**src/rtl/spi_capture_buffer_pkg.sv**
```systemverilog
// Shared definitions for the SPI capture buffer: default geometry, capture mode
// encoding and the header field layout.
package spi_capture_buffer_pkg;

  localparam int DATA_W_DEF = 16;
  localparam int ADDR_W_DEF = 6;
  localparam int BIT_W_DEF  = 4;

  // Header flag positions are offsets below the word MSB, so they track DATA_W.
  localparam int HDR_OVF     = 0;
  localparam int HDR_FULL    = 1;
  localparam int HDR_MODE    = 2;
  localparam int HDR_CNT_LSB = 0;

  typedef enum logic {
    MODE_ONESHOT = 1'b0,
    MODE_CIRC    = 1'b1
  } cap_mode_e;

endpackage

```
**src/rtl/spi_capture_buffer_if.sv**
```systemverilog
// Bus bundle between the sample source / SPI front end (master) and the
// capture buffer (slave).
interface spi_capture_buffer_if
  import spi_capture_buffer_pkg::*;
#(
  parameter int DATA_W = DATA_W_DEF,
  parameter int ADDR_W = ADDR_W_DEF
);
  logic [DATA_W-1:0] q;
  logic              write_enable_flag;
  logic              write_reset_flag;
  logic              circ_mode;
  logic              sel;
  logic              valid_flag;
  logic              read_reset_flag;
  logic              so;
  logic [ADDR_W:0]   count;
  logic              full;
  logic              overflow;

  modport master (
    output q, write_enable_flag, write_reset_flag, circ_mode,
           sel, valid_flag, read_reset_flag,
    input  so, count, full, overflow
  );

  modport slave (
    input  q, write_enable_flag, write_reset_flag, circ_mode,
           sel, valid_flag, read_reset_flag,
    output so, count, full, overflow
  );
endinterface

```
**src/rtl/spi_capture_buffer_dpram.sv**
```systemverilog
// Simple dual-port RAM: one write port, one synchronous read-first read port.
// Contents are never reset.
module scb_dpram
  import spi_capture_buffer_pkg::*;
#(
  parameter int DATA_W = DATA_W_DEF,
  parameter int ADDR_W = ADDR_W_DEF
) (
  input  logic              clk,
  input  logic              we,
  input  logic [ADDR_W-1:0] waddr,
  input  logic [DATA_W-1:0] wdata,
  input  logic [ADDR_W-1:0] raddr,
  output logic [DATA_W-1:0] rdata
);
  localparam int DEPTH = 2 ** ADDR_W;

  logic [DATA_W-1:0] mem_q [DEPTH];
  logic [DATA_W-1:0] rd_data_q;

  // Non-blocking update gives old data on a same-address read/write.
  always_ff @(posedge clk) begin
    if (we) begin
      mem_q[waddr] <= wdata;
    end
    rd_data_q <= mem_q[raddr];
  end

  assign rdata = rd_data_q;

endmodule

```
**src/rtl/spi_capture_buffer.sv**
```systemverilog
// Capture buffer: stores parallel samples, then streams a status header and the
// stored words (oldest first, MSB first) out over SPI.
module spi_capture_buffer
  import spi_capture_buffer_pkg::*;
#(
  parameter int DATA_W = DATA_W_DEF,
  parameter int ADDR_W = ADDR_W_DEF,
  parameter int BIT_W  = BIT_W_DEF
) (
  input  logic                 clk,
  input  logic                 reset_n,
  spi_capture_buffer_if.slave  bus
);
  localparam logic [ADDR_W:0]   DEPTH_CNT = (ADDR_W+1)'(2 ** ADDR_W);
  localparam logic [ADDR_W:0]   CNT_INC   = (ADDR_W+1)'(1);
  localparam logic [ADDR_W-1:0] PTR_INC   = ADDR_W'(1);
  localparam logic [BIT_W-1:0]  BIT_INC   = BIT_W'(1);
  localparam logic [BIT_W-1:0]  BIT_LAST  = BIT_W'(DATA_W - 1);

  logic [ADDR_W-1:0] wr_ptr_q, wr_ptr_d;
  logic [ADDR_W:0]   count_q, count_d;
  logic              ovf_q, ovf_d;
  cap_mode_e         mode_q, mode_d;
  logic [DATA_W-1:0] shreg_q, shreg_d;
  logic [BIT_W-1:0]  bit_idx_q, bit_idx_d;
  logic [ADDR_W-1:0] rd_addr_q, rd_addr_d;

  logic              full;
  logic              ram_we;
  logic [DATA_W-1:0] prefetch;
  logic [DATA_W-1:0] header;

  assign full = (count_q == DEPTH_CNT);

  scb_dpram #(
    .DATA_W (DATA_W),
    .ADDR_W (ADDR_W)
  ) u_ram (
    .clk   (clk),
    .we    (ram_we),
    .waddr (wr_ptr_q),
    .wdata (bus.q),
    .raddr (rd_addr_q),
    .rdata (prefetch)
  );

  // Write control and status flags
  always_comb begin
    wr_ptr_d = wr_ptr_q;
    count_d  = count_q;
    ovf_d    = ovf_q;
    mode_d   = mode_q;
    ram_we   = 1'b0;
    if (bus.write_reset_flag) begin
      wr_ptr_d = '0;
      count_d  = '0;
      ovf_d    = 1'b0;
      mode_d   = cap_mode_e'(bus.circ_mode);
    end else if (bus.write_enable_flag) begin
      if (!full) begin
        ram_we   = 1'b1;
        wr_ptr_d = wr_ptr_q + PTR_INC;
        count_d  = count_q + CNT_INC;
      end else if (mode_q == MODE_CIRC) begin
        ram_we   = 1'b1;
        wr_ptr_d = wr_ptr_q + PTR_INC;
        ovf_d    = 1'b1;
      end else begin
        ovf_d    = 1'b1;
      end
    end
  end

  always_comb begin
    header = '0;
    header[DATA_W-1-HDR_OVF]  = ovf_q;
    header[DATA_W-1-HDR_FULL] = full;
    header[DATA_W-1-HDR_MODE] = mode_q;
    header[HDR_CNT_LSB +: ADDR_W+1] = count_q;
  end

  // Serialiser; the header lives in shreg, so later writes cannot disturb it.
  always_comb begin
    shreg_d   = shreg_q;
    bit_idx_d = bit_idx_q;
    rd_addr_d = rd_addr_q;
    if (bus.read_reset_flag) begin
      shreg_d   = header;
      bit_idx_d = '0;
      rd_addr_d = ((mode_q == MODE_CIRC) && full) ? wr_ptr_q : '0;
    end else if (bus.valid_flag && bus.sel) begin
      if (bit_idx_q == BIT_LAST) begin
        shreg_d   = prefetch;
        bit_idx_d = '0;
        rd_addr_d = rd_addr_q + PTR_INC;
      end else begin
        shreg_d   = {shreg_q[DATA_W-2:0], 1'b0};
        bit_idx_d = bit_idx_q + BIT_INC;
      end
    end
  end

  always_ff @(posedge clk or negedge reset_n) begin
    if (!reset_n) begin
      wr_ptr_q  <= '0;
      count_q   <= '0;
      ovf_q     <= 1'b0;
      mode_q    <= MODE_ONESHOT;
      shreg_q   <= '0;
      bit_idx_q <= '0;
      rd_addr_q <= '0;
    end else begin
      wr_ptr_q  <= wr_ptr_d;
      count_q   <= count_d;
      ovf_q     <= ovf_d;
      mode_q    <= mode_d;
      shreg_q   <= shreg_d;
      bit_idx_q <= bit_idx_d;
      rd_addr_q <= rd_addr_d;
    end
  end

  assign bus.so       = shreg_q[DATA_W-1];
  assign bus.count    = count_q;
  assign bus.full     = full;
  assign bus.overflow = ovf_q;

endmodule
```
**src/flat_wrapper.sv**
```systemverilog
// flat-port wrapper written by rule: the top's interface ports become plain ports
module spi_capture_buffer_flat import spi_capture_buffer_pkg::*;
#(
  parameter int DATA_W = DATA_W_DEF,
  parameter int ADDR_W = ADDR_W_DEF,
  parameter int BIT_W  = BIT_W_DEF
)
  (clk, reset_n, bus_q, bus_write_enable_flag, bus_write_reset_flag, bus_circ_mode, bus_sel, bus_valid_flag, bus_read_reset_flag, bus_so, bus_count, bus_full, bus_overflow);
  spi_capture_buffer_if #(.DATA_W(DATA_W), .ADDR_W(ADDR_W)) bus_i ();
  input  logic clk;
  input  logic reset_n;
  input wire logic [$bits(bus_i.q)-1:0] bus_q;
  input wire logic [$bits(bus_i.write_enable_flag)-1:0] bus_write_enable_flag;
  input wire logic [$bits(bus_i.write_reset_flag)-1:0] bus_write_reset_flag;
  input wire logic [$bits(bus_i.circ_mode)-1:0] bus_circ_mode;
  input wire logic [$bits(bus_i.sel)-1:0] bus_sel;
  input wire logic [$bits(bus_i.valid_flag)-1:0] bus_valid_flag;
  input wire logic [$bits(bus_i.read_reset_flag)-1:0] bus_read_reset_flag;
  output wire logic [$bits(bus_i.so)-1:0] bus_so;
  output wire logic [$bits(bus_i.count)-1:0] bus_count;
  output wire logic [$bits(bus_i.full)-1:0] bus_full;
  output wire logic [$bits(bus_i.overflow)-1:0] bus_overflow;
  assign bus_i.q = bus_q;
  assign bus_i.write_enable_flag = bus_write_enable_flag;
  assign bus_i.write_reset_flag = bus_write_reset_flag;
  assign bus_i.circ_mode = bus_circ_mode;
  assign bus_i.sel = bus_sel;
  assign bus_i.valid_flag = bus_valid_flag;
  assign bus_i.read_reset_flag = bus_read_reset_flag;
  assign bus_so = bus_i.so;
  assign bus_count = bus_i.count;
  assign bus_full = bus_i.full;
  assign bus_overflow = bus_i.overflow;
  spi_capture_buffer #(.DATA_W(DATA_W), .ADDR_W(ADDR_W), .BIT_W(BIT_W)) u_core (.clk(clk), .reset_n(reset_n), .bus(bus_i));
endmodule
```
**config.mk**
```make
export PLATFORM = sky130hd
export DESIGN_NAME = spi_capture_buffer_flat
export DESIGN_NICKNAME = d
export VERILOG_FILES = /design/src/rtl/spi_capture_buffer_pkg.sv /design/src/rtl/spi_capture_buffer_if.sv /design/src/rtl/spi_capture_buffer_dpram.sv /design/src/rtl/spi_capture_buffer.sv /design/src/flat_wrapper.sv
export SDC_FILE = /design/constraint.sdc
export NUM_CORES = 1
export LEC_CHECK = 0
export CORE_ASPECT_RATIO = 0.7
export CORE_MARGIN = 5
export CORE_UTILIZATION = 42
export CTS_BUF_LIST = sky130_fd_sc_hd__clkbuf_8 sky130_fd_sc_hd__clkbuf_16
export DETAILED_ROUTE_END_ITERATION = 8
export SYNTH_ARGS = -nofsm -noshare
export SYNTH_HDL_FRONTEND = slang
export SYNTH_SLANG_ARGS = --single-unit
```
**constraint.sdc**
```tcl
create_clock -name clk -period 2.8 [get_ports clk]
set_input_delay 0.42 -clock clk [delete_from_list [all_inputs] [get_ports clk]]
set_output_delay 0.42 -clock clk [all_outputs]
set_load 0.01 [all_outputs]
```
==> results of run 1 <==
repair_timing:
item / 4_1_cts / 5_1_grt
endpoints found under the hold margin: 41 / 0
setup buffers: 3 / 6
resized for setup: 6 / 7
hold buffers: 1 / 0
pin swaps: 0 / 2
endpoints found under the setup margin: 4 / 315
power by group:
| part | leakage [nW] | internal (W) | total, W | switching (W) |
|---|---|---|---|---|
| Combinational | 4.46 | 0.000715 | 0.00184 | 0.00112 |
| Clock | 1.73 | 0.00789 | 0.0137 | 0.00585 |
| Sequential | 9.89 | 0.0178 | 0.0178 | 0.0000746 |
| Total | 16.1 | 0.0264 | 0.0334 | 0.00705 |
registers in the layout, summed over array words and instances (netlist names):
signal and count:
u_core.rd_addr_q 6, u_core.wr_ptr_q 6, u_core.bit_idx_q 4, u_core.shreg_q 16, u_core.bus.overflow 1, u_core.bus.count 7
u_core.u_ram.mem_q 1024, u_core.u_ram.rdata 16, u_core.mode_q 1
cell usage after synthesis, types with 2 or more instances:
| master | count |
|---|---|
| buf_1 | 11 |
| nor2b_1 | 4 |
| a211oi_1 | 38 |
| a22oi_1 | 17 |
| nor2_1 | 99 |
| nand3_1 | 11 |
| a21oi_1 | 61 |
| o21a_1 | 2 |
| clkbuf_1 | 67 |
| or3b_2 | 2 |
| nor3_1 | 5 |
| xor2_1 | 6 |
| o21ai_1 | 32 |
| buf_2 | 19 |
| o21ai_0 | 43 |
| dfrtp_1 | 41 |
| buf_12 | 8 |
| mux4_2 | 129 |
| ha_1 | 5 |
| and3_1 | 3 |
| dfxtp_1 | 16 |
| buf_6 | 15 |
| buf_4 | 13 |
| buf_8 | 3 |
| xnor2_1 | 3 |
| or3_1 | 5 |
| o221ai_1 | 31 |
| or2_2 | 2 |
| a41o_1 | 2 |
| and2_1 | 3 |
| nand2_1 | 33 |
| o2bb2a_1 | 2 |
| o22ai_1 | 33 |
| inv_1 | 5 |
| a21o_1 | 15 |
| a221oi_1 | 61 |
| edfxtp_1 | 1024 |
| mux2i_1 | 272 |
| a221oi_2 | 16 |
| nand3b_1 | 4 |
worst max-delay path: cells and delay by family (launching register included):
kind | cells | cell delay [ps]
buffers and inverters | 1 | 310
AOI/OAI and AO/OA | 4 | 1170
and+or+nand+nor | 1 | 660
DFF | 1 | 540
stage by stage:
step / power (W) / setup slack [ps] / cells / hold WS [ps] / utilization
after floorplan: 0.0191 / 47.4 / 2177 / 124 / -
after global placement: 0.0200 / -175 / 3654 / 526 / 0.458
after detailed placement: 0.0200 / -194 / 3654 / 525 / 0.458
after CTS: 0.0336 / -93.9 / 3840 / 104 / 0.492
after global routing: 0.0345 / -11.3 / 3846 / 124 / 0.493
final: 0.0334 / -20.8 / 3847 / 158 / 0.493
final timing paths:
check / end / slack [ps] / depth (start not counted)
max: u_core.u_ram.rdata[12] / -20 / 6
min: u_core.u_ram.mem_q[28][2] / 160 / 1
max reg2reg: u_core.u_ram.rdata[12] / -20 / 6
min reg2reg: u_core.shreg_q[15] / 530 / 2
max in group asynchronous: u_core.rd_addr_q[1] / 1650 / 2
min in group asynchronous: u_core.rd_addr_q[5] / 440 / 2
final cells by class:
type | count | area share
diodes | 1 | 0.0000509
well taps | 1336 | 0.0340
inverters | 6 | 0.000458
multi-input cells | 954 | 0.187
clock inverters | 75 | 0.0141
flip-flops and latches | 1081 | 0.653
clock buffers | 107 | 0.0531
repair buffers | 287 | 0.0575
logic make-up after synthesis:
logic type / count (synthesis)
compound gates: 361
mux: 402
buf+inv: 142
simple gates: 177
flops: 1081
fa+ha+maj: 5
xor+xnor: 9
metal layers:
layer  up-vias  global-route usage
met5         -                   0
met4         0              0.0377
met3       109              0.0761
met2      1032               0.279
met1     11765               0.313
li1       9468                   -
==> out/summary.json, run 1 <==
{
  "outcome": {
    "run_status": "finished with violations",
    "failed_checks": "setup timing"
  },
  "floorplan": {
    "floorplan.initialDensity": 0.422,
    "die_y_extent_um": 275,
    "die_width_um": 389,
    "core_area_um2": 99800,
    "num_io_pins": 34,
    "core.rowCount": 97,
    "dieArea_um2": 107000
  },
  "logic_synthesis": {
    "synth_warnings": 0,
    "synth_area_per_inst_um2": 19.4,
    "yosys_top_cell_by_area": "edfxtp_1",
    "asyncSetResetFlopFracSynth": 0.0379,
    "post_synthesis_sequential_element_count": 1081,
    "dominantRegCellSynth": "edfxtp_1",
    "synth_nets": 2206,
    "yosys-mux-area-fraction": 0.134,
    "count_of_unique_library_cells_instantiated_by_yosys": 56,
    "post_synth_xor_area_fraction": 0.00187,
    "synth_area_in_compound_gates": 0.0616,
    "synth.area.top_cells": "edfxtp_1, mux4_2, mux2i_1",
    "synth_fa_ha_area_frac": 0.00148,
    "number_of_enable_type_register_cells_in_the_synthesized_netlist": 1024,
    "seq_area_frac_synth": 0.762,
    "netlist.area_leader.share": 0.730,
    "area_share_of_and_or_nand_nor_cells_after_synthesis": 0.0187,
    "synth_top_family_by_area": "multiplexers",
    "netlist_instances": 2177,
    "mappedNetlistArea_um2": 42100
  },
  "pwr": {
    "power.density_cell_area_nw_per_um2": 680,
    "irDropWorstVdd_v": 0.000550,
    "leakage_nw": 16.1
  },
  "clock_tree": {
    "cts_num_sinks": 1081,
    "clk_transition_reported_paths_ps": 60,
    "cts_made_buffers": 99,
    "cell_at_the_root_of_the_clock_tree": "clkbuf_16",
    "cts_tree": "built",
    "htreeDepth": 3,
    "clock_tree.buffer_depth": 3,
    "clk-insertion-delay-late_ps": 690
  },
  "finish": {
    "mostFrequentLayoutCells": "edfxtp_1, mux2i_1, buf_4, mux4_2, clkbuf_16",
    "drive_above_1_share": 0.231,
    "multi_input_comb_area_um2": 9200,
    "fillers": 8055,
    "seqCellArea_um2": 32100,
    "mostFrequentLayoutCell": "edfxtp_1",
    "stdcell_area_um2": 49100,
    "area.growth.synth_to_final_pct": 16.6,
    "design.final.nets": 2458
  },
  "critical_path": {
    "slowest_delay_ps": 660,
    "path_max_fanout": 9,
    "rr_startpoint": "u_core.rd_addr_q[2]",
    "arrival_time_at_the_worst_endpoint_ps": 3390,
    "cpMaxStageDelayCell": "or3b_1",
    "timing_worst_setup_path_type": "flip-flop to flip-flop",
    "setup_crit_end_kind": "flip-flop",
    "cp-startpoint": "u_core.rd_addr_q[2]",
    "cp_data_required_time_ps": 3360,
    "cp_cell_sequence": "or3b_1 -> buf_4 -> o22ai_1 -> a211oi_1 -> a22oi_1 -> a21o_1",
    "startpoint_type": "flip-flop"
  },
  "global_route": {
    "maximum_number_of_pins_on_one_net_before_global_route_repair": 69,
    "grt_pass1_wl_mm": 158,
    "number_of_global_route_vias_before_repair": 21743,
    "grt_antenna_before_repair": 1,
    "total_global_route_track_usage": 0.204,
    "globalRoute.totalOverflow": 0
  },
  "sta": {
    "unrepaired_setup_endpoints_after_global_routing": "true",
    "setup_violations": 1,
    "final_critical_path_setup_slack_ps": -20.8,
    "fin_setup_tns_ps": -20.8,
    "tightest_slew_margin_relative_to_the_limit": 0.262,
    "final-max-slew-violation-count": 0,
    "fmax_mhz": 355,
    "skew_ps": 26.7,
    "fin_crit_sh": 1.01,
    "hold_violations": 0,
    "tightestPinTransition_ps": 1110,
    "min_period_ps": 2820
  },
  "drt": {
    "antenna_left": 0,
    "remaining_drc_errors": 0,
    "detailroute.wirelength.met3_mm": 12.9,
    "routed_wl_mm": 110,
    "drt_iter0_drc": 2525,
    "post_route_met1_wirelength_mm": 50.0,
    "detailedRoute.firstPassIterationCount": 5,
    "uppermost_metal_layer_occupied_by_signal_nets": "met4",
    "route.detailed.wl_per_inst_um": 28.7,
    "drt-vias-per-instance": 5.82,
    "wl_met2_mm": 45.7,
    "route.vias.total": 22374
  },
  "place": {
    "detailed_place.area_um2": 45700,
    "hpwlAfterDp_mm": 69.7,
    "port-buffer-count": 33,
    "gp_congestion": 0.861
  },
  "worst_hold_path": {
    "path_category_of_the_worst_min_delay_check": "input pin to flip-flop",
    "holdCritStartpoint": "bus_q[2]"
  },
  "job": {
    "max_cap_viol_count": 0
  }
}
Power figures use the tool's default switching activity.
==> inputs of run 2 (changes only) <==
--- a/config.mk
+++ b/config.mk
@@ -5,11 +5,14 @@
 export SDC_FILE = /design/constraint.sdc
 export NUM_CORES = 1
 export LEC_CHECK = 0
+export CELL_PAD_IN_SITES_DETAIL_PLACEMENT = 0
+export CELL_PAD_IN_SITES_GLOBAL_PLACEMENT = 1
 export CORE_ASPECT_RATIO = 0.7
 export CORE_MARGIN = 5
-export CORE_UTILIZATION = 42
+export CORE_UTILIZATION = 40
 export CTS_BUF_LIST = sky130_fd_sc_hd__clkbuf_8 sky130_fd_sc_hd__clkbuf_16
 export DETAILED_ROUTE_END_ITERATION = 8
+export PLACE_DENSITY_LB_ADDON = 0.1
 export SYNTH_ARGS = -nofsm -noshare
 export SYNTH_HDL_FRONTEND = slang
 export SYNTH_SLANG_ARGS = --single-unit
==> run 2 against run 1 <==
  * The flow now finishes without violations
  * Wire length increased by 2.5%
  * Die area increased by 4.8%
  * Sequential power about the same
  * Largest cell class unchanged
==> out/summary.json, run 2 (synthesized netlist as in run 1, its figures left out) <==
{
  "outcome": {
    "run_status": "finished, final reports clean"
  },
  "critical_path": {
    "timing_worst_setup_path_type": "flip-flop to flip-flop",
    "setup_crit_end_kind": "flip-flop",
    "cp-startpoint": "u_core.rd_addr_q[0]",
    "rr_startpoint": "u_core.rd_addr_q[0]",
    "worst_r2r_path_depth": {"value": 9, "change": "+3"},
    "cp_common_cell": "buf_4",
    "arrival_time_at_the_worst_endpoint": {"value": 3280, "unit": "ps", "change": "-110 ps"},
    "path_max_fanout": {"value": 22, "change": "+13"},
    "cpMaxStageDelayCell": "dfrtp_4",
    "cp-endpoint": "u_core.u_ram.rdata[11]",
    "startpoint_type": "flip-flop",
    "slowest_delay": {"value": 560, "unit": "ps", "change": "-100 ps"},
    "cp_cell_sequence": "buf_12 -> buf_4 -> buf_4 -> mux2i_1 -> o221ai_1 -> a21oi_1 -> a22oi_1 -> buf_4 -> a21o_1",
    "cp_data_required_time": {"value": 3390, "unit": "ps", "change": "+30 ps"},
    "critical_path_cell_count": {"value": 9, "change": "+3"},
    "worstReg2RegEnd": "u_core.u_ram.rdata[11]",
    "rrSetupSlack": {"value": 110, "unit": "ps", "change": "+130 ps"},
    "path_buf_inv": {"value": 4, "change": "+3"},
    "kind_of_cell_with_the_highest_combined_delay_on_the_critical_path": "buffers and inverters"
  },
  "floorplan": {
    "num_io_pins": {"value": 34, "change": "unchanged"},
    "die_width": {"value": 398, "unit": "um", "change": "+2.4%"},
    "floorplan.initialDensity": {"value": 0.404, "change": "-0.0188"},
    "die_y_extent": {"value": 282, "unit": "um", "change": "+2.4%"},
    "core_area": {"value": 104000, "unit": "um^2", "change": "+4.7%"},
    "core.rowCount": {"value": 99, "change": "+2.1%"},
    "dieArea": {"value": 112000, "unit": "um^2", "change": "+4.8%"}
  },
  "drt": {
    "detailedRoute.firstPassIterationCount": {"value": 5, "change": "unchanged"},
    "remaining_drc_errors": {"value": 0, "change": "unchanged"},
    "antenna_left": {"value": 0, "change": "unchanged"},
    "route.detailed.wl_per_inst": {"value": 28.4, "unit": "um", "change": "-0.81%"},
    "routed_wl": {"value": 113, "unit": "mm", "change": "+2.5%"},
    "drt_iter0_drc": {"value": 2078, "change": "-18%"},
    "route.vias.total": {"value": 22086, "change": "-1.3%"},
    "drt-vias-per-instance": {"value": 5.55, "change": "-4.5%"}
  },
  "finish": {
    "design.final.nets": {"value": 2501, "change": "+1.7%"},
    "fillers": {"value": 8707, "change": "+8.1%"},
    "most_flops_register": "u_core.u_ram.mem_q",
    "mostFrequentLayoutCell": "edfxtp_1",
    "drive_above_1_share": {"value": 0.255, "change": "+0.0246"},
    "area.growth.synth_to_final_pct": 18.3,
    "max_reg_flops": {"value": 1024, "change": "unchanged"},
    "mostFrequentLayoutCells": "edfxtp_1, mux2i_1, buf_4, mux4_2, clkbuf_16"
  },
  "place": {
    "hpwlAfterDp": {"value": 72.7, "unit": "mm", "change": "+4.3%"},
    "gp_congestion": {"value": 0.795, "change": "-7.6%"},
    "port-buffer-count": {"value": 33, "change": "unchanged"}
  },
  "sta": {
    "fin_crit_sh": {"value": 0.961, "change": "-0.0464"},
    "skew": {"value": 19.8, "unit": "ps", "change": "-6.84 ps"},
    "min_period": {"value": 2690, "unit": "ps", "change": "-130 ps"},
    "finalHoldWorstSlack": {"value": 210, "unit": "ps", "change": "+52.2 ps"},
    "unrepaired_setup_endpoints_after_global_routing": "false",
    "final-max-slew-violation-count": {"value": 0, "change": "unchanged"},
    "setup_violations": {"value": 0, "change": "-1"},
    "fmax": {"value": 372, "unit": "MHz", "change": "+4.8%"},
    "fin_setup_tns": {"value": 0, "unit": "ps", "change": "+20.8 ps"},
    "tightest_slew_margin_relative_to_the_limit": {"value": 0.190, "change": "-0.0722"},
    "hold_violations": {"value": 0, "change": "unchanged"},
    "tightestPinTransition": {"value": 1220, "unit": "ps", "change": "+108 ps"}
  },
  "clock_tree": {
    "htreeDepth": {"value": 3, "change": "unchanged"},
    "cts_tree": "built",
    "clock_tree.buffer_depth": {"value": 3, "change": "unchanged"},
    "cell_at_the_root_of_the_clock_tree": "clkbuf_16",
    "cts_made_buffers": {"value": 106, "change": "+7.1%"},
    "clk_transition_reported_paths": {"value": 70, "unit": "ps", "change": "about the same"},
    "cts_num_sinks": {"value": 1081, "change": "unchanged"},
    "clk-insertion-delay-late": {"value": 690, "unit": "ps", "change": "about the same"}
  },
  "worst_hold_path": {
    "path_category_of_the_worst_min_delay_check": "input pin to flip-flop",
    "holdCritStartpoint": "bus_q[2]"
  },
  "global_route": {
    "grt_antenna_before_repair": {"value": 4, "change": "+3"},
    "maximum_number_of_pins_on_one_net_before_global_route_repair": {"value": 65, "change": "-5.8%"},
    "grt_pass1_wl": {"value": 162, "unit": "mm", "change": "+2.2%"},
    "number_of_global_route_vias_before_repair": {"value": 21991, "change": "+1.1%"},
    "total_global_route_track_usage": {"value": 0.202, "change": "-0.00163"},
    "globalRoute.totalOverflow": {"value": 0, "change": "unchanged"}
  },
  "pwr": {
    "power.density_cell_area": {"value": 685, "unit": "nW/um^2", "change": "+0.75%"},
    "irDropWorstVdd": {"value": 0.000532, "unit": "V", "change": "-3.3%"},
    "power.total": {"value": 0.0342, "unit": "W", "change": "+2.3%"},
    "leakage": {"value": 16.4, "unit": "nW", "change": "+1.9%"}
  },
  "job": {
    "max_cap_viol_count": {"value": 0, "change": "unchanged"}
  }
}
run 2: cell type report:
type	instances	area [um^2]	share of cell area
diodes	1	2.50	0.0000502
flip-flops and latches	1081	32100	0.644
clock buffers	109	2730	0.0547
well taps	1414	1770	0.0355
repair buffers	323	3200	0.0642
multi-input cells	954	9220	0.185
inverters	6	22.5	0.000452
clock inverters	89	821	0.0165
run 2: worst min-delay path by stage:
stage | slack [ps] | cells past startpoint | to
after detailed placement | 540 | 2 | u_core.shreg_q[9]
after global placement | 520 | 2 | u_core.shreg_q[15]
after CTS | 180 | 1 | u_core.u_ram.mem_q[11][15]
final | 210 | 2 | u_core.u_ram.mem_q[15][2]
after floorplan | 120 | 0 | u_core.bit_idx_q[0]
after global routing | 180 | 2 | u_core.u_ram.mem_q[15][2]
run 2: per-stage QoR:
| step | utilization | area [um^2] | worst slack, ps | cells |
|---|---|---|---|---|
| floorplan | - | 42100 | 47.4 | 2177 |
| finish | 0.478 | 49900 | 109 | 3977 |
| global route | 0.478 | 49900 | 2.41 | 3976 |
| global placement | 0.443 | 46300 | -263 | 3774 |
| CTS | 0.477 | 49800 | -86.2 | 3973 |
| detailed placement | 0.443 | 46300 | -273 | 3774 |
run 2: what timing repair did:
item | 4_1_cts | 5_1_grt
pin swaps | 0 | 1
resized for setup | 5 | 11
setup buffers | 0 | 3
setup endpoints to repair | 45 | 66
endpoints found under the hold margin | 33 | 0
hold buffers | 1 | 0
run 2: power by group:
part	leakage [nW]	total, W	switching (W)	internal [W]
registers	9.89	0.0178	0.0000662	0.0178
clock network	1.82	0.0145	0.00613	0.00837
logic	4.67	0.00183	0.00111	0.000725
run 2: routing by layer:
metal  wire [um]  GRT usage  part of all wire
met1       55300      0.322              0.49
met2       46700      0.279              0.41
met3        9390     0.0571             0.083
met4        1680     0.0355             0.015
met5           0          0                 0
